==> config.mk <==
export PLATFORM = sky130hd
export DESIGN_NAME = spi_slave_param
export DESIGN_NICKNAME = d
export VERILOG_FILES = /design/src/rtl/spi_slave_pkg.sv /design/src/rtl/spi_tx_shifter.sv /design/src/rtl/spi_slave_param.sv
export SDC_FILE = /design/constraint.sdc
export NUM_CORES = 1
export LEC_CHECK = 0
export BUFFER_PORTS_ARGS = -buffer_cell sky130_fd_sc_hd__buf_2
export CORE_AREA = 4 4 93 95
export CTS_CLUSTER_SIZE = 20
export DETAILED_ROUTE_END_ITERATION = 16
export DIE_AREA = 0 0 97 99
export PLACE_DENSITY = 0.52
export SYNTH_ARGS = -nofsm -noshare
export SYNTH_HDL_FRONTEND = slang
export SYNTH_SLANG_ARGS = --single-unit
export TNS_END_PERCENT = 10
==> constraint.sdc <==
create_clock -name clk -period 2.3 [get_ports clk]
set_input_delay 0.23 -clock clk [delete_from_list [all_inputs] [get_ports clk]]
set_output_delay 0.23 -clock clk [all_outputs]
set_load 0.005 [all_outputs]
==> src/rtl/spi_slave_pkg.sv <==
// Shared types and constants for the parametrised SPI slave and its read-data serialiser.
package spi_slave_pkg;

  typedef enum logic [2:0] {
    ST_IDLE,
    ST_RX,
    ST_WAIT_TX,
    ST_TX,
    ST_DONE
  } state_e;

  localparam logic [1:0] CMD_WR_ADDR = 2'b00;
  localparam logic [1:0] CMD_WR_DATA = 2'b01;
  localparam logic [1:0] CMD_RD_ADDR = 2'b10;
  localparam logic [1:0] CMD_RD_DATA = 2'b11;

  function automatic int frame_w(input int payload_w);
    return payload_w + 2;
  endfunction

endpackage

==> src/rtl/spi_tx_shifter.sv <==
// Parallel-load, MSB-first serialiser for the read-data phase; last flags the LSB cycle.
module spi_tx_shifter #(
  parameter int PAYLOAD_W = 8
) (
  input  logic                 clk,
  input  logic                 rst,
  input  logic                 clr,
  input  logic                 load,
  input  logic                 shift,
  input  logic [PAYLOAD_W-1:0] din,
  output logic                 sout,
  output logic                 last
);

  localparam int CNT_W = $clog2(PAYLOAD_W);

  logic [PAYLOAD_W-1:0] shreg;
  logic [CNT_W-1:0]     cnt;

  always_ff @(posedge clk or posedge rst) begin
    if (rst) begin
      shreg <= '0;
      cnt   <= '0;
    end else if (clr) begin
      shreg <= '0;
      cnt   <= '0;
    end else if (load) begin
      shreg <= din;
      cnt   <= CNT_W'(PAYLOAD_W - 1);
    end else if (shift) begin
      shreg <= {shreg[PAYLOAD_W-2:0], 1'b0};
      cnt   <= cnt - CNT_W'(1);
    end
  end

  assign sout = shreg[PAYLOAD_W-1];
  assign last = (cnt == '0);

endmodule

==> src/rtl/spi_slave_param.sv <==
// Parametrised SPI slave: framed receive with command decode and a timed read-data reply.
// Build option: define SPI_SLAVE_ERR_EN to add the err strobe and its error detection.
//
// state      | meaning
// -----------+--------------------------------------------------------
// ST_IDLE    | deselected; SS_n low starts a frame (no bit sampled)
// ST_RX      | shifting FRAME_W bits of MOSI, MSB first
// ST_WAIT_TX | read-data frame seen; waiting up to TX_TIMEOUT for tx_valid
// ST_TX      | serialising tx_data on MISO, one bit per cycle
// ST_DONE    | frame finished; waiting for SS_n to rise
module spi_slave_param
  import spi_slave_pkg::*;
#(
  parameter  int PAYLOAD_W  = 8,
  parameter  int TX_TIMEOUT = 15,
  localparam int FRAME_W    = frame_w(PAYLOAD_W)
) (
  input  logic                 clk,
  input  logic                 rst,
  input  logic                 SS_n,
  input  logic                 MOSI,
  output logic                 MISO,
  output logic [FRAME_W-1:0]   rx_data,
  output logic                 rx_valid,
  input  logic [PAYLOAD_W-1:0] tx_data,
  input  logic                 tx_valid,
  output logic                 busy
`ifdef SPI_SLAVE_ERR_EN
  ,
  output logic                 err
`endif
);

  localparam int BC_W = $clog2(FRAME_W);

  state_e             state, state_nxt;
  logic [BC_W-1:0]    bit_cnt;
  logic [FRAME_W-2:0] rx_shreg;
  logic [7:0]         tmr;
  logic [FRAME_W-1:0] frame_word;
  logic [1:0]         cmd_in;
  logic               shift_en, frame_done, go_idle, tmr_dec, timeout;
  logic               tx_load, tx_shift, tx_clr, tx_last, tx_sout;

  // The bit arriving on the current edge completes the frame without an extra cycle.
  assign frame_word = {rx_shreg, MOSI};
  assign cmd_in     = frame_word[FRAME_W-1 -: 2];

  always_ff @(posedge clk or posedge rst) begin
    if (rst) state <= ST_IDLE;
    else     state <= state_nxt;
  end

  always_comb begin
    state_nxt  = state;
    shift_en   = 1'b0;
    frame_done = 1'b0;
    go_idle    = 1'b0;
    tmr_dec    = 1'b0;
    timeout    = 1'b0;
    tx_load    = 1'b0;
    tx_shift   = 1'b0;
    tx_clr     = 1'b0;
    case (state)
      ST_IDLE: if (!SS_n) state_nxt = ST_RX;
      ST_RX: begin
        if (SS_n) begin
          state_nxt = ST_IDLE;
          go_idle   = 1'b1;
        end else if (bit_cnt == BC_W'(FRAME_W - 1)) begin
          frame_done = 1'b1;
          case (cmd_in)
            CMD_RD_DATA:                          state_nxt = ST_WAIT_TX;
            CMD_WR_ADDR, CMD_WR_DATA, CMD_RD_ADDR: state_nxt = ST_DONE;
          endcase
        end else begin
          shift_en = 1'b1;
        end
      end
      ST_WAIT_TX: begin
        if (SS_n) begin
          state_nxt = ST_IDLE;
          go_idle   = 1'b1;
        end else if (tx_valid) begin
          tx_load   = 1'b1;
          state_nxt = ST_TX;
        end else if (tmr == '0) begin
          timeout   = 1'b1;
          state_nxt = ST_DONE;
        end else begin
          tmr_dec = 1'b1;
        end
      end
      ST_TX: begin
        if (SS_n) begin
          state_nxt = ST_IDLE;
          go_idle   = 1'b1;
        end else if (tx_last) begin
          tx_clr    = 1'b1;
          state_nxt = ST_DONE;
        end else begin
          tx_shift = 1'b1;
        end
      end
      ST_DONE: begin
        if (SS_n) begin
          state_nxt = ST_IDLE;
          go_idle   = 1'b1;
        end
      end
      default: begin
        state_nxt = ST_IDLE;
        go_idle   = 1'b1;
      end
    endcase
  end

  always_ff @(posedge clk or posedge rst) begin
    if (rst) begin
      bit_cnt  <= '0;
      rx_shreg <= '0;
      rx_data  <= '0;
      rx_valid <= 1'b0;
      tmr      <= '0;
    end else begin
      rx_valid <= frame_done;
      if (go_idle || frame_done) begin
        bit_cnt  <= '0;
        rx_shreg <= '0;
      end else if (shift_en) begin
        bit_cnt  <= bit_cnt + BC_W'(1);
        rx_shreg <= frame_word[FRAME_W-2:0];
      end
      if (frame_done) rx_data <= frame_word;
      // Timer counts down the remaining WAIT_TX cycles; zero is the last one.
      if (frame_done && cmd_in == CMD_RD_DATA) tmr <= 8'(TX_TIMEOUT - 1);
      else if (tmr_dec)                         tmr <= tmr - 8'd1;
      else if (go_idle || timeout || tx_load)   tmr <= '0;
    end
  end

  spi_tx_shifter #(
    .PAYLOAD_W(PAYLOAD_W)
  ) u_tx_shifter (
    .clk  (clk),
    .rst  (rst),
    .clr  (tx_clr || go_idle),
    .load (tx_load),
    .shift(tx_shift),
    .din  (tx_data),
    .sout (tx_sout),
    .last (tx_last)
  );

  assign MISO = (state == ST_TX) && tx_sout;
  assign busy = (state != ST_IDLE);

`ifdef SPI_SLAVE_ERR_EN
  // read_flag only qualifies the read-data-without-read-address error.
  logic read_flag, abort, rd_miss;

  assign abort   = go_idle && (state inside {ST_RX, ST_WAIT_TX, ST_TX});
  assign rd_miss = frame_done && (cmd_in == CMD_RD_DATA) && !read_flag;

  always_ff @(posedge clk or posedge rst) begin
    if (rst) begin
      read_flag <= 1'b0;
      err       <= 1'b0;
    end else begin
      err <= abort || rd_miss || timeout;
      if (frame_done && cmd_in == CMD_RD_ADDR)      read_flag <= 1'b1;
      else if (frame_done && cmd_in == CMD_RD_DATA) read_flag <= 1'b0;
    end
  end
`endif

endmodule

# Word-level counts from Yosys, hierarchy flattened
# Index checks and enable logic that the tools add are counted.
[totals]
latch_bits = 0
output_inout_bits = 13
ram_bits = 0
elab_cells = 90
n_memories = 0
romBits = 0
reg_bits = 46
[op_classes]
shift = 0
bitwise_logic = 0
n_mux = 49
order_cmp = 0
multipliers = 0
add_sub_neg = 3
reduce_logical = 17
div_mod_pow = 0
n_eq_ne = 13
[op_table]
columns = ["cell", "count"]
rows = [
  ["$mux 8", 6],
  ["$mux 3", 12],
  ["$mux 1", 24],
  ["$mux 9", 2],
  ["$pmux 3 s5", 1],
  ["$reduce_bool 3->1", 3],
  ["$logic_not 8->1", 1],
  ["$mux 4", 2],
  ["$sub 8x1->8 const B", 1],
  ["$eq 3x2->1 const B", 2],
  ["$logic_not 3->1", 2],
  ["$ne 3x3->1 const B", 2],
  ["$pmux 3 s2", 1],
  ["$reduce_and 5->1", 1],
  ["$add 4x1->4 const B", 1],
  ["$eq 2x2->1 const B", 2],
  ["$eq 4x4->1 const B", 1],
  ["$logic_or 1x1->1", 4],
  ["$ne 2x2->1 const B", 2],
  ["$ne 4x4->1 const B", 1],
  ["$reduce_or 4->1", 1],
  ["$eq 3x1->1 const B", 1],
  ["$eq 3x3->1 const B", 1],
  ["$reduce_or 3->1", 1],
  ["other kinds (6)", 7],
]

# Longest topological paths before layout
# Gate-level depths: netlist (run 1).
[depth]
depth_word = 10
ltp_mapped = 7
depth_no_buf = 6

# Hierarchy
# Synthesis (run 1) repeated with hierarchy kept, for this count alone.
[hier_totals]
hier_cells = 214
hier_area_um2 = 2351.0
[modules_own_cells]
columns = ["module", "cells_each", "area_each_um2", "instances"]
rows = [
  ["spi_slave_param", 161, 1751.7, 1],
  ["spi_tx_shifter", 53, 599.3, 1],
]

# Worst setup path after synthesis (run 1)
# Ideal clock, no wire load.
[synth_timing]
path_type = "register to register"
from = "register state[2]"
to = "register rx_data[0]"
path_buffers = 2
arrival_ps = 1570
period_less_slack_ps = 1695
path_slack_ps = 605
setup_time_ps = 125
stages_incl_launch_ff = 7
required_ps = 2175
path_cell_list = "dfrtp_1 > buf_6 > or3b_1 > nor2_2 > nand2_1 > buf_4 > mux2_2"
[synth_via]
elab_chain_len = 2
[synth_lines]
columns = ["item", "line_no", "source"]
rows = [
  ["from (decl)", "spi_slave_param.sv:36", "state_e state, state_nxt;"],
  ["from (signal assigned)", "spi_slave_param.sv:51", "else state <= state_nxt;"],
  ["$eq 3x1->1", "spi_slave_param.sv:64", "case (state)"],
  ["$mux 1", "spi_slave_param.sv:64", ""],
  ["to (signal assigned)", "spi_slave_param.sv:134", "if (frame_done) rx_data <= frame_word;"],
  ["to (decl)", "spi_slave_param.sv:23", "output logic [FRAME_W-1:0] rx_data,"],
]
# No other way between the ends.
# A chain may end at the register's enable or synchronous reset.

# Worst setup path after layout (run 1)
[layout_timing]
from = "register state[0]"
to = "register tmr[3]"
[layout_via]
elab_chain_len = 6
elab_cells_between_ends = 17
[layout_lines]
columns = ["item", "line_no", "source"]
rows = [
  ["$eq 3x2->1, or another cell as far along", "spi_slave_param.sv:64", ""],
  ["$reduce_or 4->1 (no line)", "--", ""],
  ["$pmux 1 s2", "spi_slave_param.sv:64", ""],
  ["$logic_or 1x1->1 (2 in a row)", "spi_slave_param.sv:138", "else if (go_idle || timeout || tx_load) tmr <= '0;"],
  ["$reduce_bool 3->1 (no line)", "--", ""],
  ["to (signal assigned)", "spi_slave_param.sv:136", "if (frame_done && cmd_in == CMD_RD_DATA) tmr <= 8'(TX_TIMEOUT - 1);"],
  ["to (signal assigned)", "spi_slave_param.sv:137", "else if (tmr_dec) tmr <= tmr - 8'd1;"],
  ["to (decl)", "spi_slave_param.sv:39", "logic [7:0] tmr;"],
]
# Parallel ways exist; a longest one is shown, timed or not.

==> flow_metrics.env, run 1 <==
export IMPL_dp_hpwl_um=3220
export IMPL_htree_num_levels=2
export IMPL_ant_nets=0
export IMPL_worst_pin_slew_ps=467
export IMPL_nets=256
export IMPL_hp_class="input port to flip-flop"
export IMPL_synth_top_cells_by_count="dfrtp_1 (46), nand2_1 (16), o21ai_0 (12)"
export IMPL_overflow=0
export IMPL_utilization=0.345
export IMPL_synth_most_common_cell="dfrtp_1"
export IMPL_final_max_slew_viol_count=0
export IMPL_relSlewSlack=0.688
export IMPL_maxCapViolations=0
export IMPL_rows=32
export IMPL_clock_skew_final_ps=9.37
export IMPL_tritoncts="yes"
export IMPL_synth_seq_cells=46
export IMPL_wire_per_inst_um=13.5
export IMPL_grt_pass1_vias=1585
export IMPL_n_antenna_cell=0
export IMPL_antenna_found_initial=0
export IMPL_cts_buffers=5
export IMPL_setup_violations=0
export IMPL_synth_nets=226
export IMPL_total_power_mw=2.01
export IMPL_arrival_ps=2260
export IMPL_gp_congestion=0.768
export IMPL_power_internal_mw=1.33
export IMPL_worstPathRequired_ps=2550
export IMPL_clkSlewWorstSetupHoldPaths_ps=100
export IMPL_initial_core_util=0.300
export IMPL_grt_first_pass_wirelength_um=7930
export IMPL_drt_pass1_iter_count=4
export IMPL_period_needed_ps=2010
export IMPL_met1_length_um=2180
export IMPL_drt_initial_drc_count=55
export IMPL_finalNonFillerCells=340
export IMPL_routed_wl_met2_um=2170
export IMPL_async_reset_ff_frac=1.00
export IMPL_period_share=0.875
export IMPL_combPwrFrac=0.241
export IMPL_grt_max_degree=47
export IMPL_cts_resized=0
export IMPL_drc=0
export IMPL_clk_path_buf_depth=2
export IMPL_max_vdd_ir_drop_mv=0.386
export IMPL_p_per_area_nw_per_um2=757
export IMPL_insertion_delay_ps=300
export IMPL_syn_inst=207
export IMPL_crit_path_max_fanout=15
export IMPL_core_um2=7730
export IMPL_synth_cell_type_count=48
export IMPL_hold_viol_final=0
export IMPL_dr_max_layer_used="met4"
export IMPL_switching_share=0.340
export IMPL_portBuffers=25
export IMPL_timing_final_ws_setup_ps=288
export IMPL_vias=1626
export IMPL_io_pins=26
export IMPL_pwr_share_clk=0.261
export IMPL_dp_slack_ps=287
export IMPL_seqPwrFrac=0.498
export IMPL_fmax_mhz=497
export IMPL_cts_setup_buffers=0
export IMPL_tns_ps=0
export IMPL_yosysSeqAreaShare=0.497
export IMPL_path_class="flip-flop to flip-flop"
export IMPL_cts_hold_buf=1
export IMPL_synth_area_top_cells="dfrtp_1 (50%), mux2_2 (4.9%), mux2i_1 (3.5%)"
export IMPL_cp_end_kind="flip-flop"
export IMPL_vias_per_cell=4.78
export IMPL_clock_root_buffer="clkbuf_8"
export IMPL_synth_area_um2=2310
export IMPL_dp_cells=331
export IMPL_fp_dieH_um=99
export IMPL_grt_total_usage=0.100
export IMPL_fp_dieW_um=97
export IMPL_critPathLaunchType="flip-flop"
export IMPL_synth_avg_cell_area_um2=11.2
export IMPL_status="finished, final reports clean"
export IMPL_p_sw_mw=0.685
export IMPL_routed_wl_met3_um=166
export IMPL_drive_above_1_share=0.252
export IMPL_area_growth_pct=15.0
export IMPL_rsz0062_at_grt="false"
export IMPL_routed_wl_um=4580
export IMPL_synth_top_cell_area_share=0.497
export IMPL_power_leakage_nw=1.38
export IMPL_rrSetupSlack_ps=290
export IMPL_ys_flop_type="dfrtp_1"
export IMPL_dieArea_um2=9600
export IMPL_clock_sinks=46
export IMPL_synth_edf_count=0
export IMPL_yosysWarnings=0
export IMPL_yosysTopAreaCell="dfrtp_1"
## metal layers
layer	up-vias	track usage
li1	815	-
met1	780	0.129
met4	0	0.0356
met2	24	0.162
met5	-	0
met3	7	0.0276
## worst paths after layout
kind	from	to	cells after the start
hold / removal	MOSI	rx_shreg[0]	2
hold reg to reg	u_tx_shifter.cnt[1]	u_tx_shifter.cnt[1]	1
min in group asynchronous	rst	rx_shreg[0]	4
setup reg to reg	state[0]	tmr[3]	4
max in group asynchronous	rst	rx_valid	4
setup / recovery	state[0]	tmr[3]	4
## per-stage QoR
stage	hold WS [ps]	area [um2]
floorplan	363	2310
global placement	288	2560
detailed placement	290	2560
CTS	147	2660
global route	158	2660
finish	156	2660
## area by class of cell
type                       count  area, um2
timing repair buffer          32        193
inverter                       9       33.8
sequential                    46       1150
fill                         785       5060
multi-input combinational    143       1060
tap                          102        128
clock buffer                   5       68.8
clock inverter                 3       25.0
## power groups by stage
stage | logic (mW) | clock network [mW] | registers, mW
4_1_cts | 0.498 | 0.549 | 1.00
3_5_place_dp | 0.496 | 0 | 1.01
5_1_grt | 0.554 | 0.580 | 1.02
2_1_floorplan | 0.388 | 0 | 0.976
6_report | 0.486 | 0.526 | 1.00
3_3_place_gp | 0.486 | 0 | 1.02
## cell usage in the layout (no fill, tap or decap), drive strengths merged, types with 3 or more instances in the layout
| cell type | count |
|---|---|
| a21oi | 3 |
| inv | 10 |
| and3 | 4 |
| clkbuf | 5 |
| ha | 6 |
| buf | 31 |
| a211o | 7 |
| a22o | 9 |
| mux2i | 8 |
| nor3 | 11 |
| dfrtp | 46 |
| mux2 | 10 |
| nor2 | 12 |
| o21ai | 13 |
| nand3 | 5 |
| xnor2 | 3 |
| a211oi | 4 |
| nor3b | 4 |
| nand2 | 16 |
## worst max-delay path, cell delays in order (launching register included)
cell and delay (ps):
dfrtp_1 540, or4b_4 590, a211o_1 460, o21ai_0 220, a221o_1 150
## logic make-up (layout without fill, tap and decap cells)
kind of cell,after synthesis,after routing,synth area share
DFF,46,46,0.497
muxes,18,18,0.0832
and+or+nand+nor,65,65,0.170
xor gates and xnor gates,3,3,0.0114
buffers and inverters,18,49,0.0432
adders and majority gates,6,6,0.0324
AOI/OAI and AO/OA,51,51,0.163
## state kept, by name, summed over array words and instances (netlist names)
signal,count
bit_cnt,4
rx_data,10
rx_shreg,9
rx_valid,1
state,3
tmr,8
u_tx_shifter.cnt,3
u_tx_shifter.shreg,8
No activity file was read; power rests on OpenSTA's default activity.
==> run 2: changes to the inputs <==
--- a/config.mk
+++ b/config.mk
@@ -5,11 +5,12 @@
 export SDC_FILE = /design/constraint.sdc
 export NUM_CORES = 1
 export LEC_CHECK = 0
+export ABC_AREA = 1
 export BUFFER_PORTS_ARGS = -buffer_cell sky130_fd_sc_hd__buf_2
-export CORE_AREA = 4 4 93 95
+export CORE_AREA = 4 4 94 96
 export CTS_CLUSTER_SIZE = 20
 export DETAILED_ROUTE_END_ITERATION = 16
-export DIE_AREA = 0 0 97 99
+export DIE_AREA = 0 0 98 100
 export PLACE_DENSITY = 0.52
 export SYNTH_ARGS = -nofsm -noshare
 export SYNTH_HDL_FRONTEND = slang
==> run 2 against run 1 <==
Against the previous run: first-iteration DRC count grew 36%; global-route usage grew 0.31 points; critical path depth grew 4; critical path type unchanged; critical endpoint is now state[0]; largest power group unchanged.
==> flow_metrics.env, run 2 <==
export IMPL_top_regs="rx_data: 10 flops, rx_shreg: 9 flops"
export IMPL_hold_viol_final=0
export IMPL_power_leakage_nw=1.43
export IMPL_gp_congestion=0.782
export IMPL_cp_end_kind="flip-flop"
export IMPL_htree_num_levels=2
export IMPL_synth_top_cells_by_count="nand2_1 (94), dfrtp_1 (46), inv_1 (38)"
export IMPL_n_antenna_cell=0
export IMPL_worstPathRequired_ps=2550
export IMPL_synth_cell_type_count=26
export IMPL_clock_skew_final_ps=9.01
export IMPL_synth_most_common_cell="nand2_1"
export IMPL_yosysSeqAreaShare=0.490
export IMPL_ant_nets=0
export IMPL_cts_resized=0
export IMPL_routed_wl_um=4830
export IMPL_core_um2=8050
export IMPL_relSlewSlack=0.600
export IMPL_drive_above_1_share=0.169
export IMPL_synth_top_cell_area_share=0.490
export IMPL_dp_slack_ps=597
export IMPL_synth_avg_cell_area_um2=8.04
export IMPL_total_power_mw=1.84
export IMPL_syn_inst=292
export IMPL_final_max_slew_viol_count=0
export IMPL_vias=1903
export IMPL_fmax_mhz=583
export IMPL_synth_area_um2=2350
export IMPL_async_reset_ff_frac=1.00
export IMPL_drt_initial_drc_count=75
export IMPL_critPathLaunchType="flip-flop"
export IMPL_synth_nets=311
export IMPL_ys_flop_type="dfrtp_1"
export IMPL_p_per_area_nw_per_um2=694
export IMPL_clock_sinks=46
export IMPL_max_vdd_ir_drop_mv=0.248
export IMPL_timing_final_ws_setup_ps=586
export IMPL_final_common_cell="nand2_1"
export IMPL_arrival_ps=1970
export IMPL_synth_edf_count=0
export IMPL_final_area_um2=2650
export IMPL_utilization=0.329
export IMPL_path_class="flip-flop to flip-flop"
export IMPL_drt_pass1_iter_count=6
export IMPL_drc=0
export IMPL_regMostFlops="rx_data"
export IMPL_largest_reg_flops=10
export IMPL_status="finished, final reports clean"
export IMPL_nets=338
export IMPL_grt_first_pass_wirelength_um=8420
export IMPL_clk_path_buf_depth=2
export IMPL_rsz0062_at_grt="false"
export IMPL_wire_per_inst_um=11.4
export IMPL_vias_per_cell=4.48
export IMPL_maxCapViolations=0
export IMPL_setup_violations=0
export IMPL_grt_total_usage=0.103
export IMPL_worst_pin_slew_ps=600
export IMPL_yosysWarnings=0
export IMPL_grt_max_degree=47
export IMPL_tns_ps=0
export IMPL_clock_root_buffer="clkbuf_8"
export IMPL_area_growth_pct=13.0
export IMPL_dieArea_um2=9800
export IMPL_synth_seq_cells=46
export IMPL_io_pins=26
export IMPL_portBuffers=25
export IMPL_period_needed_ps=1710
export IMPL_period_share=0.745
export IMPL_fp_dieH_um=100
export IMPL_overflow=0
export IMPL_cts_buffers=5
export IMPL_cts_hold_buf=0
export IMPL_cts_setup_buffers=0
export IMPL_clkSlewWorstSetupHoldPaths_ps=100
export IMPL_antenna_found_initial=0
export IMPL_synth_area_top_cells="dfrtp_1 (49%), nand2_1 (15%), inv_1 (6.1%)"
export IMPL_dp_hpwl_um=3450
export IMPL_rows=33
export IMPL_fp_dieW_um=98
export IMPL_yosysTopAreaCell="dfrtp_1"
export IMPL_hp_class="input port to async pin"
export IMPL_insertion_delay_ps=310
export IMPL_initial_core_util=0.292
export IMPL_placed_cell_area_um2=2560
export IMPL_tritoncts="yes"
export IMPL_grt_pass1_vias=1833
export IMPL_crit_path_max_fanout=11
export IMPL_mostFrequentLayoutCells="nand2_1 (94), dfrtp_1 (46), inv_1 (37)"
run 2: kinds of logic after synthesis:
logic type | count (synthesis) | synth area share
AND/OR/NAND/NOR | 152 | 0.278
adder cells (fa/ha/maj) | 6 | 0.0320
XOR/XNOR | 4 | 0.0149
flip-flops | 46 | 0.490
AO/OA/AOI/OAI | 36 | 0.0954
buffers and inverters | 48 | 0.0895
run 2: power breakdown:
group          total (mW)  switching [mW]  internal (mW)  leakage [nW]
Combinational       0.418           0.299          0.120         0.746
Clock               0.529           0.309          0.220        0.0447
Sequential          0.893          0.0320          0.861         0.637
Total                1.84           0.639           1.20          1.43
run 2: per-stage QoR:
stage / std cells / hold WS (ps)
floorplan: 292 / 351
global placement: 417 / 420
detailed placement: 417 / 428
CTS: 425 / 95.9
global route: 425 / 131
finish: 425 / 64.3
run 2: path summary, 6_finish.rpt:
kind,from,to,slack [ps],depth (start not counted)
max,bit_cnt[1],state[0],590,8
min,rst,tmr[4],60,3
max reg2reg,bit_cnt[1],state[0],590,8
min reg2reg,u_tx_shifter.shreg[6],u_tx_shifter.shreg[6],480,2
max in group asynchronous,rst,u_tx_shifter.shreg[6],1830,3
min in group clk,tx_data[0],u_tx_shifter.shreg[0],130,3
run 2: critical path, cell delays in order, from the launching register on:
cell and delay [ps]:
dfrtp_1 390, inv_1 90, ha_1 170, nand3_1 170
nand3_1 370, nand2_1 140, nor2_1 180, nand3_1 90
nand2_1 70
run 2: metal layers:
layer	routed length, um	share of wire	global-route usage
met5	0	0	0
met4	82	0.017	0.0383
met1	2210	0.46	0.131
met2	2430	0.50	0.180
met3	113	0.023	0.0146
run 2: final cells by class:
type	count	area, um2
fillers	879	5400
flip-flops and latches	46	1150
multi-input cells	198	986
inverters	42	158
repair buffers	26	133
well taps	105	131
clock buffers	5	68.8
clock inverters	3	25.0
